$ cat config.mk
export PLATFORM = sky130hd
export DESIGN_NAME = seg_scan_decoder
export DESIGN_NICKNAME = d
export VERILOG_FILES = /design/src/rtl/seg_scan_decoder.sv
export SDC_FILE = /design/constraint.sdc
export NUM_CORES = 1
export LEC_CHECK = 0
export CAP_MARGIN = 0
export CORE_MARGIN = 10
export CORE_UTILIZATION = 58
export CTS_BUF_LIST = sky130_fd_sc_hd__clkbuf_8
export CTS_CLUSTER_SIZE = 16
export DETAILED_ROUTE_END_ITERATION = 8
export GPL_TIMING_DRIVEN = 0
export PLACE_DENSITY_LB_ADDON = 0.12
export SLEW_MARGIN = 20
export SYNTH_ARGS = -nofsm -noshare
export SYNTH_HDL_FRONTEND = slang
export SYNTH_SLANG_ARGS = --single-unit
$ cat constraint.sdc
create_clock -name clk -period 3.64 [get_ports clk]
set_clock_uncertainty 0.2 [all_clocks]
set_input_delay 0.728 -clock clk [delete_from_list [all_inputs] [get_ports clk]]
set_output_delay 0.728 -clock clk [all_outputs]
set_load 0.05 [all_outputs]
$ cat src/rtl/seg_scan_decoder.sv
// seg_scan_decoder: rebuilds four BCD digits from a multiplexed active-low seven-segment bus,
// tracks display blanking and measures the flash period.
module seg_scan_decoder #(
    parameter int SETTLE    = 2,
    parameter int BLANK_CYC = 8,
    parameter int PW        = 16
) (
    input  logic          clk,
    input  logic          rst,
    input  logic [6:0]    seg_vector,
    input  logic          a1,
    input  logic          a2,
    input  logic          a3,
    input  logic          a4,
    input  logic          err_clr,
    output logic [3:0]    val1,
    output logic [3:0]    val2,
    output logic [3:0]    val3,
    output logic [3:0]    val4,
    output logic          frame_valid,
    output logic          display_on,
    output logic [PW-1:0] flash_period,
    output logic          period_valid,
    output logic          seg_err,
    output logic          multi_err
);
    localparam int SW = $clog2(SETTLE + 2);
    localparam int BW = $clog2(BLANK_CYC + 1);
    // synchroniser resets to an idle bus so no phantom multi-anode cycle follows reset
    localparam logic [11:0] IDLE = {1'b0, 4'hF, 7'h7F};

    logic [11:0]      s1_q, s2_q;
    logic [6:0]       seg, key_seg_q, key_seg_d;
    logic [3:0]       low, dig, mask_q, mask_d, mask_set;
    logic [1:0]       idx, key_idx_q, key_idx_d;
    logic             clr, multi, strobe, capture, full, blank, rise;
    logic [SW-1:0]    cnt_q, cnt_d;
    logic [BW-1:0]    dark_q, dark_d;
    logic [3:0][3:0]  shadow_q, shadow_d, val_q, val_d;
    logic             frame_valid_q, frame_valid_d, display_on_q, display_on_d;
    logic             period_valid_q, period_valid_d, seen_q, seen_d;
    logic             seg_err_q, seg_err_d, multi_err_q, multi_err_d;
    logic [PW-1:0]    per_q, per_d, flash_q, flash_d;

    always_ff @(posedge clk or negedge rst) begin
        if (!rst) begin
            s1_q           <= IDLE;
            s2_q           <= IDLE;
            key_seg_q      <= '0;
            key_idx_q      <= '0;
            cnt_q          <= '0;
            dark_q         <= '0;
            mask_q         <= '0;
            shadow_q       <= '0;
            val_q          <= '0;
            frame_valid_q  <= 1'b0;
            display_on_q   <= 1'b0;
            period_valid_q <= 1'b0;
            seen_q         <= 1'b0;
            seg_err_q      <= 1'b0;
            multi_err_q    <= 1'b0;
            per_q          <= '0;
            flash_q        <= '0;
        end else begin
            s1_q           <= {err_clr, a4, a3, a2, a1, seg_vector};
            s2_q           <= s1_q;
            key_seg_q      <= key_seg_d;
            key_idx_q      <= key_idx_d;
            cnt_q          <= cnt_d;
            dark_q         <= dark_d;
            mask_q         <= mask_d;
            shadow_q       <= shadow_d;
            val_q          <= val_d;
            frame_valid_q  <= frame_valid_d;
            display_on_q   <= display_on_d;
            period_valid_q <= period_valid_d;
            seen_q         <= seen_d;
            seg_err_q      <= seg_err_d;
            multi_err_q    <= multi_err_d;
            per_q          <= per_d;
            flash_q        <= flash_d;
        end
    end

    always_comb begin
        seg    = s2_q[6:0];
        low    = ~s2_q[10:7];
        clr    = s2_q[11];
        multi  = (low & (low - 4'd1)) != 4'd0;
        strobe = (low != 4'd0) && !multi && (seg != 7'h7F);
        idx    = low[3] ? 2'd3 : low[2] ? 2'd2 : low[1] ? 2'd1 : 2'd0;
        case (seg)
            7'h40:   dig = 4'd0;
            7'h79:   dig = 4'd1;
            7'h24:   dig = 4'd2;
            7'h30:   dig = 4'd3;
            7'h19:   dig = 4'd4;
            7'h12:   dig = 4'd5;
            7'h02:   dig = 4'd6;
            7'h78:   dig = 4'd7;
            7'h00:   dig = 4'd8;
            7'h10:   dig = 4'd9;
            default: dig = 4'hF;
        endcase
        // the dwell counter parks one above SETTLE so a steady strobe captures only once
        cnt_d = !strobe ? '0 :
                (cnt_q != '0 && idx == key_idx_q && seg == key_seg_q) ?
                    (cnt_q == SW'(SETTLE + 1) ? cnt_q : cnt_q + 1'b1) : SW'(1);
        key_idx_d      = idx;
        key_seg_d      = seg;
        capture        = strobe && cnt_d == SW'(SETTLE);
        shadow_d       = shadow_q;
        shadow_d[idx]  = capture ? dig : shadow_q[idx];
        mask_set       = capture ? 4'b0001 << idx : 4'b0000;
        dark_d         = strobe ? '0 : dark_q == BW'(BLANK_CYC) ? dark_q : dark_q + 1'b1;
        blank          = dark_d == BW'(BLANK_CYC);
        full           = (mask_q | mask_set) == 4'hF;
        mask_d         = (full || blank) ? 4'b0000 : mask_q | mask_set;
        val_d          = full ? shadow_d : val_q;
        frame_valid_d  = full;
        display_on_d   = capture | (display_on_q & ~blank);
        rise           = display_on_d & ~display_on_q;
        per_d          = rise ? PW'(1) : &per_q ? per_q : per_q + 1'b1;
        flash_d        = (rise && seen_q) ? per_q : flash_q;
        period_valid_d = rise & seen_q;
        seen_d         = seen_q | rise;
        seg_err_d      = (capture && dig == 4'hF) | (seg_err_q & ~clr);
        multi_err_d    = multi | (multi_err_q & ~clr);
    end

    assign val1         = val_q[0];
    assign val2         = val_q[1];
    assign val3         = val_q[2];
    assign val4         = val_q[3];
    assign frame_valid  = frame_valid_q;
    assign display_on   = display_on_q;
    assign flash_period = flash_q;
    assign period_valid = period_valid_q;
    assign seg_err      = seg_err_q;
    assign multi_err    = multi_err_q;
endmodule

# After elaboration in Yosys (flattened, before gate mapping)
# Index checks and enable logic that the tools add are counted.
[word_totals]
ff_bits = 113
in_bits = 14
output_inout_bits = 37
wordCells = 98
[classes]
n_addsub = 4
magnitude_cmp = 2
n_eq_ne = 19
n_shift = 1
n_mux = 19
bitwise = 15
n_reduce_logical = 15
[op_table]
columns = ["cell", "count"]
rows = [
  ["4-bit case mux with 10 select lines", 1],
  ["16-bit two-way mux", 2],
  ["4-bit two-way mux", 7],
  ["7-bit by 5-bit == test with 1-bit output, second input constant", 3],
  ["7-bit == test, second input constant", 3],
  ["16-bit by 1-bit adder with 16-bit output, second input constant", 1],
  ["16-bit bitwise mux", 1],
  ["4-bit == test, second input constant", 4],
  ["16-bit AND reduction", 1],
  ["7-bit by 6-bit == test with 1-bit output, second input constant", 2],
  ["2-bit two-way mux", 5],
  ["4-bit binary-select mux with 2-bit select", 1],
  ["4-bit demux with 2-bit select", 1],
  ["1-bit logical AND", 8],
  ["4-bit nonzero test", 2],
  ["7-bit by 2-bit == test with 1-bit output, second input constant", 1],
  ["7-bit == test", 1],
  ["7-bit zero test", 1],
  ["7-bit != test, second input constant", 1],
  ["1-bit bitwise AND", 5],
  ["4-bit by 1-bit adder with 4-bit output, second input constant", 1],
  ["4-bit bitwise AND", 1],
  ["2-bit == test, second input constant", 2],
  ["4-bit inverter", 1],
  ["14 further kinds", 19],
]

# Longest topological paths before layout
# Gate-level depths: netlist (run 1).
[logic_depth]
depth_word = 16
depth_mapped = 10
mapped_depth_nobuf = 9

# Least setup slack after synthesis (run 1)
# OpenSTA, ideal clock, no wires.
[synth_timing]
path_type = "register to register"
from = "register s2_q[0]"
to = "register val_q (netlist bit val4[3])"
setup_time_ns = 0.125
arrival_time_ns = 2.614
t_required_ns = 3.315
slack_ns = 0.702
path_stages_with_launch = 9
path_buffers = 1
synth_period_minus_slack_ns = 2.938
cell_sequence = "dfstp_2 -> clkbuf_1 -> xnor2_1 -> o2111ai_1 -> a2111oi_4 -> nand2_2 -> nor2_2 -> mux2_2 -> mux2_2"
[synth_lines]
columns = ["item", "line", "source"]
rows = [
  ["start: declaration", "32", "logic [11:0] s1_q, s2_q;"],
  ["start signal: assignment", "66", "s2_q <= s1_q;"],
  ["end signal: assignment", "73", "val_q <= val_d;"],
  ["end: declaration", "39", "logic [3:0][3:0] shadow_q, shadow_d, val_q, val_d;"],
]

==> impl_metrics.yaml, run 1 <==
synth:
  syn_nets: 398
  yosys.area.top_type_share_pct: 48.2
  yosysUniqueCellTypes: 57
  syn_area_um2: 4720
  yosysMostFrequentCell: "dfrtp_1"
  yosysTopAreaCell: "dfrtp_1"
  async_reset_ff_share_pct: 100
  synth-seq-cells: 113
  synth_cells: 381
  synth_seq_area_share_pct: 60.5
  yosys-top-cells-count: "dfrtp_1 (91), mux2_2 (40), nor2_1 (32)"
  synth_ff_type: "dfrtp_1"
  synth_edf_count: 0
  synth_area_per_cell_um2: 12.4
  ys_warn_count: 0
  yosys-top-cells-area: "dfrtp_1 (48%), dfstp_2 (12%), mux2_2 (9.5%)"
cts:
  cts_tree: "yes"
  postCtsHoldBufs: 0
  cts_root_buf: "clkbuf_8"
  cts.sinks: 113
  postCtsSetupRepairBufs: 0
  clk_latency_ps: 420
  numCtsBuffers: 17
  cts_resized: 0
  path_clk_slew_ps: 70
  clockBufferDepth: 2
  ctsHtreeMaxLevel: 4
worst_setup_path:
  crit_slowest_cell: "a2111oi_4"
  critPathMaxFanout: 10
  reg2reg_to: "val4[0]$_DFFE_PN0P_"
  cp_top_family: "compound AO/OA/AOI/OAI gates"
  endpoint_kind: "register"
  cp-start-kind: "register"
  crit_buf_inv: 1
  rr_worst_depth: 8
  worst-path-stages: 8
  required_ps: 3750
  path_cells: "clkbuf_1 -> xnor2_1 -> o2111ai_1 -> a2111oi_4 -> nand2_2 -> nor2_2 -> mux2_2 -> mux2_2"
  crit_type: "register to register"
  arrival_ps: 3500
  r2r-start: "s2_q[0]$_DFF_PN1_"
  slowest_delay_ps: 610
  path_common_cell: "mux2_2"
  reg2reg_slack_ps: 250
global_route:
  grt_pass1_vias: 3201
  grt_pass1_wl_um: 15700
  grt_use_total_pct: 16.8
  antenna_found_initial: 0
  grt_start_max_net_pins: 72
  grt_overflow: 0
place:
  dp_cells: 534
  portBuffers: 50
  gp_congestion: 0.834
  place_hpwl_um: 6580
finish:
  ff_latch_area_um2: 2860
  instances_no_fill: 566
  area_growth_pct: 22.6
  num-fill-cells: 528
  layout.nets: 468
  n_antenna_cell: 0
  multi_input_area_um2: 1730
  drive_above_1_share_pct: 26.5
pwr:
  power.density_nw_per_um2: 490
  p_leak_uw: 0.00255
  peakVddDrop_mv: 0.313
timing:
  slew_viol_final: 0
  setup_tns_ps: 0
  setup_viol: 0
  relSlewSlack_pct: 37.7
  fin_hold_ws_ps: 11.7
  worstMarginPinSlew_ps: 926
  hold_viol: 0
  timing.final.crit_share_pct: 93.0
  rsz0062_at_grt: "no"
  min_period_ps: 3390
  fmaxAchievable_mhz: 295
job:
  maxCapViolCount: 0
min_path:
  hold_class: "input port to async pin"
route:
  drt_iter0_markers: 191
  viasPerCell: 5.60
  drt_pass1_iterations: 4
  drc: 0
  routed_wl_um: 9390
  wl_per_cell_um: 16.6
  vias: 3172
  ant_nets: 0
run_status:
  status: "complete, no violations"
floorplan:
  die_h_um: 110
  num_io_pins: 51
  std_cell_rows: 32
  dieArea_um2: 12100
  die_x_um: 110
  core_region_area_um2: 7810
  start_util_pct: 60.5
layout by cell type, fill, tap and decap left out, drive strengths merged, types with 3 or more instances in the layout:
| cell type | synthesis | routed |
|---|---|---|
| clkinv | 0 | 7 |
| and3 | 5 | 5 |
| nand3 | 18 | 18 |
| nor3b | 3 | 3 |
| inv | 10 | 12 |
| nand2b | 3 | 3 |
| o21a | 3 | 3 |
| nand4 | 12 | 12 |
| clkdlybuf4s50 | 0 | 49 |
| dfstp | 22 | 22 |
| o2111ai | 3 | 3 |
| nor2 | 33 | 33 |
| xor2 | 10 | 10 |
| mux2 | 40 | 40 |
| a21oi | 13 | 13 |
| clkbuf | 3 | 23 |
| ha | 3 | 3 |
| nand2 | 23 | 23 |
| buf | 12 | 14 |
| dfrtp | 91 | 91 |
| nor3 | 8 | 8 |
| o21ai | 11 | 11 |
| a31oi | 5 | 5 |
| xnor2 | 12 | 12 |
metrics by stage:
step	power (µW)	cell area [µm²]	worst slack, ps	util (%)
2_1_floorplan	1570	4720	702	-
3_5_place_dp	1670	5380	244	68.9
3_3_place_gp	1650	5350	-2490	68.5
5_1_grt	2960	5790	21.7	74.1
4_1_cts	2850	5790	248	74.1
6_report	2840	5790	255	74.1
worst register-to-register path, stage by stage (launching register included):
cell       delay [ps]
dfstp_2           540
clkbuf_1          280
xnor2_1           200
o2111ai_1         190
a2111oi_4         610
nand2_2           300
nor2_2            310
mux2_2            390
mux2_2            260
power by group:
| group | switching [µW] | leakage, µW | internal (µW) | total (µW) |
|---|---|---|---|---|
| Clock | 519 | 0.000210 | 665 | 1180 |
| Sequential | 74.0 | 0.00145 | 1330 | 1410 |
| Combinational | 140 | 0.000884 | 105 | 244 |
cell type report:
type | count | area share, %
plain buffers | 15 | 1.64
clock buffers | 20 | 4.76
clock inverters | 12 | 2.31
inverters | 10 | 0.649
multi-input cells | 243 | 29.9
flip-flops and latches | 113 | 49.3
well taps | 102 | 2.21
repair buffers | 51 | 9.15
layer usage:
metal | track usage [%] | part of all wire [%] | up-vias
li1 | - | - | 1497
met1 | 21.8 | 46 | 1583
met2 | 25.0 | 46 | 83
met3 | 5.98 | 7.2 | 9
met4 | 7.25 | 1.4 | 0
met5 | 0 | 0 | -
flip-flops by register name, summed over array words and instances (netlist names), 7 cells and up:
signal and count:
shadow_q 16, s2_q 12, s1_q 12, flash_period 16
key_seg_q 7, per_q 16
worst max-delay path by stage:
stage                                  endpoint  slack (ps)              start
CTS                         val4[0]$_DFFE_PN0P_         250  s2_q[0]$_DFF_PN1_
global placement    flash_period[7]$_DFFE_PN0P_       -2490                rst
global route                val4[0]$_DFFE_PN0P_          20  s2_q[0]$_DFF_PN1_
floorplan                   val4[3]$_DFFE_PN0P_         700  s2_q[0]$_DFF_PN1_
detailed placement          val4[0]$_DFFE_PN0P_         240  s2_q[0]$_DFF_PN1_
finish                      val4[0]$_DFFE_PN0P_         250  s2_q[0]$_DFF_PN1_
logic make-up after synthesis:
| logic type | share of synthesized area, % |
|---|---|
| AND/OR/NAND/NOR | 13.7 |
| buffers and inverters | 2.81 |
| AO/OA/AOI/OAI | 8.61 |
| adder cells (fa/ha/maj) | 0.795 |
| XOR/XNOR | 4.08 |
| multiplexers | 9.54 |
| flip-flops | 60.5 |
No activity file was read; power rests on OpenSTA's default activity.
==> run 2: changes to the inputs <==
Settings changed: CORE_MARGIN 10 to 2, SKIP_LAST_GASP set to 1.
==> run 2 against run 1 <==
Die area is 27% lower. Sequential cell count unchanged. Count of clock-buffer cells in the layout is 3 lower. Sequential power about the same. Fmax grew 0.99%. Largest cell class unchanged. Largest power group unchanged.
==> impl_metrics.yaml, run 2 (synthesis results as in run 1) <==
run_status:
  status: "complete, no violations"
timing:
  hold_viol: 0
  fmaxAchievable_mhz: 298
  slew_viol_final: 0
  rsz0062_at_grt: "no"
  worstMarginPinSlew_ps: 942
  relSlewSlack_pct: 36.6
  fin_hold_ws_ps: 18.7
  timing.final.crit_share_pct: 92.1
  min_period_ps: 3350
  setup_viol: 0
  setup_tns_ps: 0
route:
  viasPerCell: 5.64
  ant_nets: 0
  routed_wl_um: 9290
  drt_iter0_markers: 210
  drt_pass1_iterations: 5
  vias: 3195
  wl_per_cell_um: 16.4
  drc: 0
global_route:
  grt_overflow: 0
  use_met3_pct: 6.66
  grt_pass1_wl_um: 15800
  top_usage_layer: "met2"
  grt_start_max_net_pins: 68
  grt_use_total_pct: 23.2
  antenna_found_initial: 0
  grtUsageMet2_pct: 35.4
  met1_usage_pct: 32.6
  grt_pass1_vias: 3229
floorplan:
  core_region_area_um2: 7810
  die_x_um: 94.2
  dieArea_um2: 8880
  start_util_pct: 60.5
  num_io_pins: 51
  die_h_um: 94.2
  std_cell_rows: 32
worst_setup_path:
  reg2reg_to: "val4[0]$_DFFE_PN0P_"
  path_common_cell: "mux2_2"
  path_cells: "clkbuf_1 -> xnor2_1 -> nand4_1 -> a2111oi_4 -> nand2_2 -> nor2_2 -> mux2_2 -> mux2_2"
  crit_slowest_cell: "a2111oi_4"
  cp-endpoint: "val4[0]$_DFFE_PN0P_"
  slowest_delay_ps: 570
  startpoint: "s2_q[5]$_DFF_PN1_"
  critPathMaxFanout: 10
  endpoint_kind: "register"
  crit_type: "register to register"
  arrival_ps: 3470
  reg2reg_slack_ps: 290
  r2r-start: "s2_q[5]$_DFF_PN1_"
  rr_worst_depth: 8
  required_ps: 3760
  cp-start-kind: "register"
place:
  place_hpwl_um: 6170
  gp_congestion: 0.860
  portBuffers: 50
finish:
  multi_input_area_um2: 1730
  n_antenna_cell: 0
  utilization_pct: 74.5
  layout.nets: 468
  ff_latch_area_um2: 2860
  drive_above_1_share_pct: 26.5
  final_cell_mix: "dfrtp_1 (91), clkdlybuf4s50_1 (49), mux2_2 (40), nor2_1 (32)"
  num-fill-cells: 542
  layout_commonest_cell: "dfrtp_1"
  area_growth_pct: 23.2
pwr:
  power.density_nw_per_um2: 508
  p_leak_uw: 0.00256
  peakVddDrop_mv: 0.292
  finalPower_uw: 2960
cts:
  numCtsBuffers: 17
  ctsHtreeMaxLevel: 4
  clockBufferDepth: 2
  cts_tree: "yes"
  cts_root_buf: "clkbuf_8"
  cts.sinks: 113
  clk_latency_ps: 430
  postCtsHoldBufs: 0
  path_clk_slew_ps: 70
min_path:
  hold_class: "input port to async pin"
job:
  maxCapViolCount: 0
[run 2: where the power goes]
group | total, µW | switching (µW) | internal [µW]
registers | 1410 | 77.1 | 1330
logic | 245 | 140 | 105
clock network | 1300 | 544 | 755
total | 2960 | 761 | 2190
[run 2: cell type report]
cell class                      instances  share of cell area [%]
Clock buffer                           17                    4.02
Multi-Input combinational cell        243                    29.8
Buffer                                 15                    1.63
Clock inverter                         15                    3.55
Timing Repair Buffer                   51                    9.10
Sequential cell                       113                    49.1
Tap cell                              102                    2.19
Inverter                               10                   0.645
[run 2: through the flow]
step / setup WS (ps) / area, µm² / std cells
2_1_floorplan: 702 / 4720 / 381
3_3_place_gp: -2490 / 5350 / 533
3_5_place_dp: 224 / 5380 / 534
4_1_cts: 218 / 5820 / 566
5_1_grt: 17.0 / 5820 / 566
6_report: 288 / 5820 / 566
[run 2: worst min-delay path by stage]
stage / start / endpoint / cells past startpoint
final: rst / key_seg_q[3]$_DFF_PN0_ / 1
after global routing: rst / key_seg_q[5]$_DFF_PN0_ / 1
after CTS: rst / key_seg_q[5]$_DFF_PN0_ / 1
after detailed placement: s1_q[11]$_DFF_PN0_ / s2_q[11]$_DFF_PN0_ / 0
after global placement: s1_q[11]$_DFF_PN0_ / s2_q[11]$_DFF_PN0_ / 0
after floorplan: s1_q[11]$_DFF_PN0_ / s2_q[11]$_DFF_PN0_ / 0
[run 2: metal layers]
layer,routed length [µm],vias up
met5,0,-
met4,93,0
met3,413,9
met2,4330,82
met1,4450,1606
li1,-,1498
[run 2: critical path, delay by kind of cell, from the launching register on]
family          cells  cell delay, ps
compound gates      1             570
xor+xnor            1             190
buf+inv             1             310
flops               1             530
mux                 2             650
simple gates        3             780
[run 2: what timing repair did]
| action | 4_1_cts | 5_1_grt |
|---|---|---|
| setup endpoints to repair | 0 | 3 |
| gates resized for setup | 0 | 0 |
| endpoints found under the hold margin | 0 | 0 |
| setup buffers | 0 | 0 |
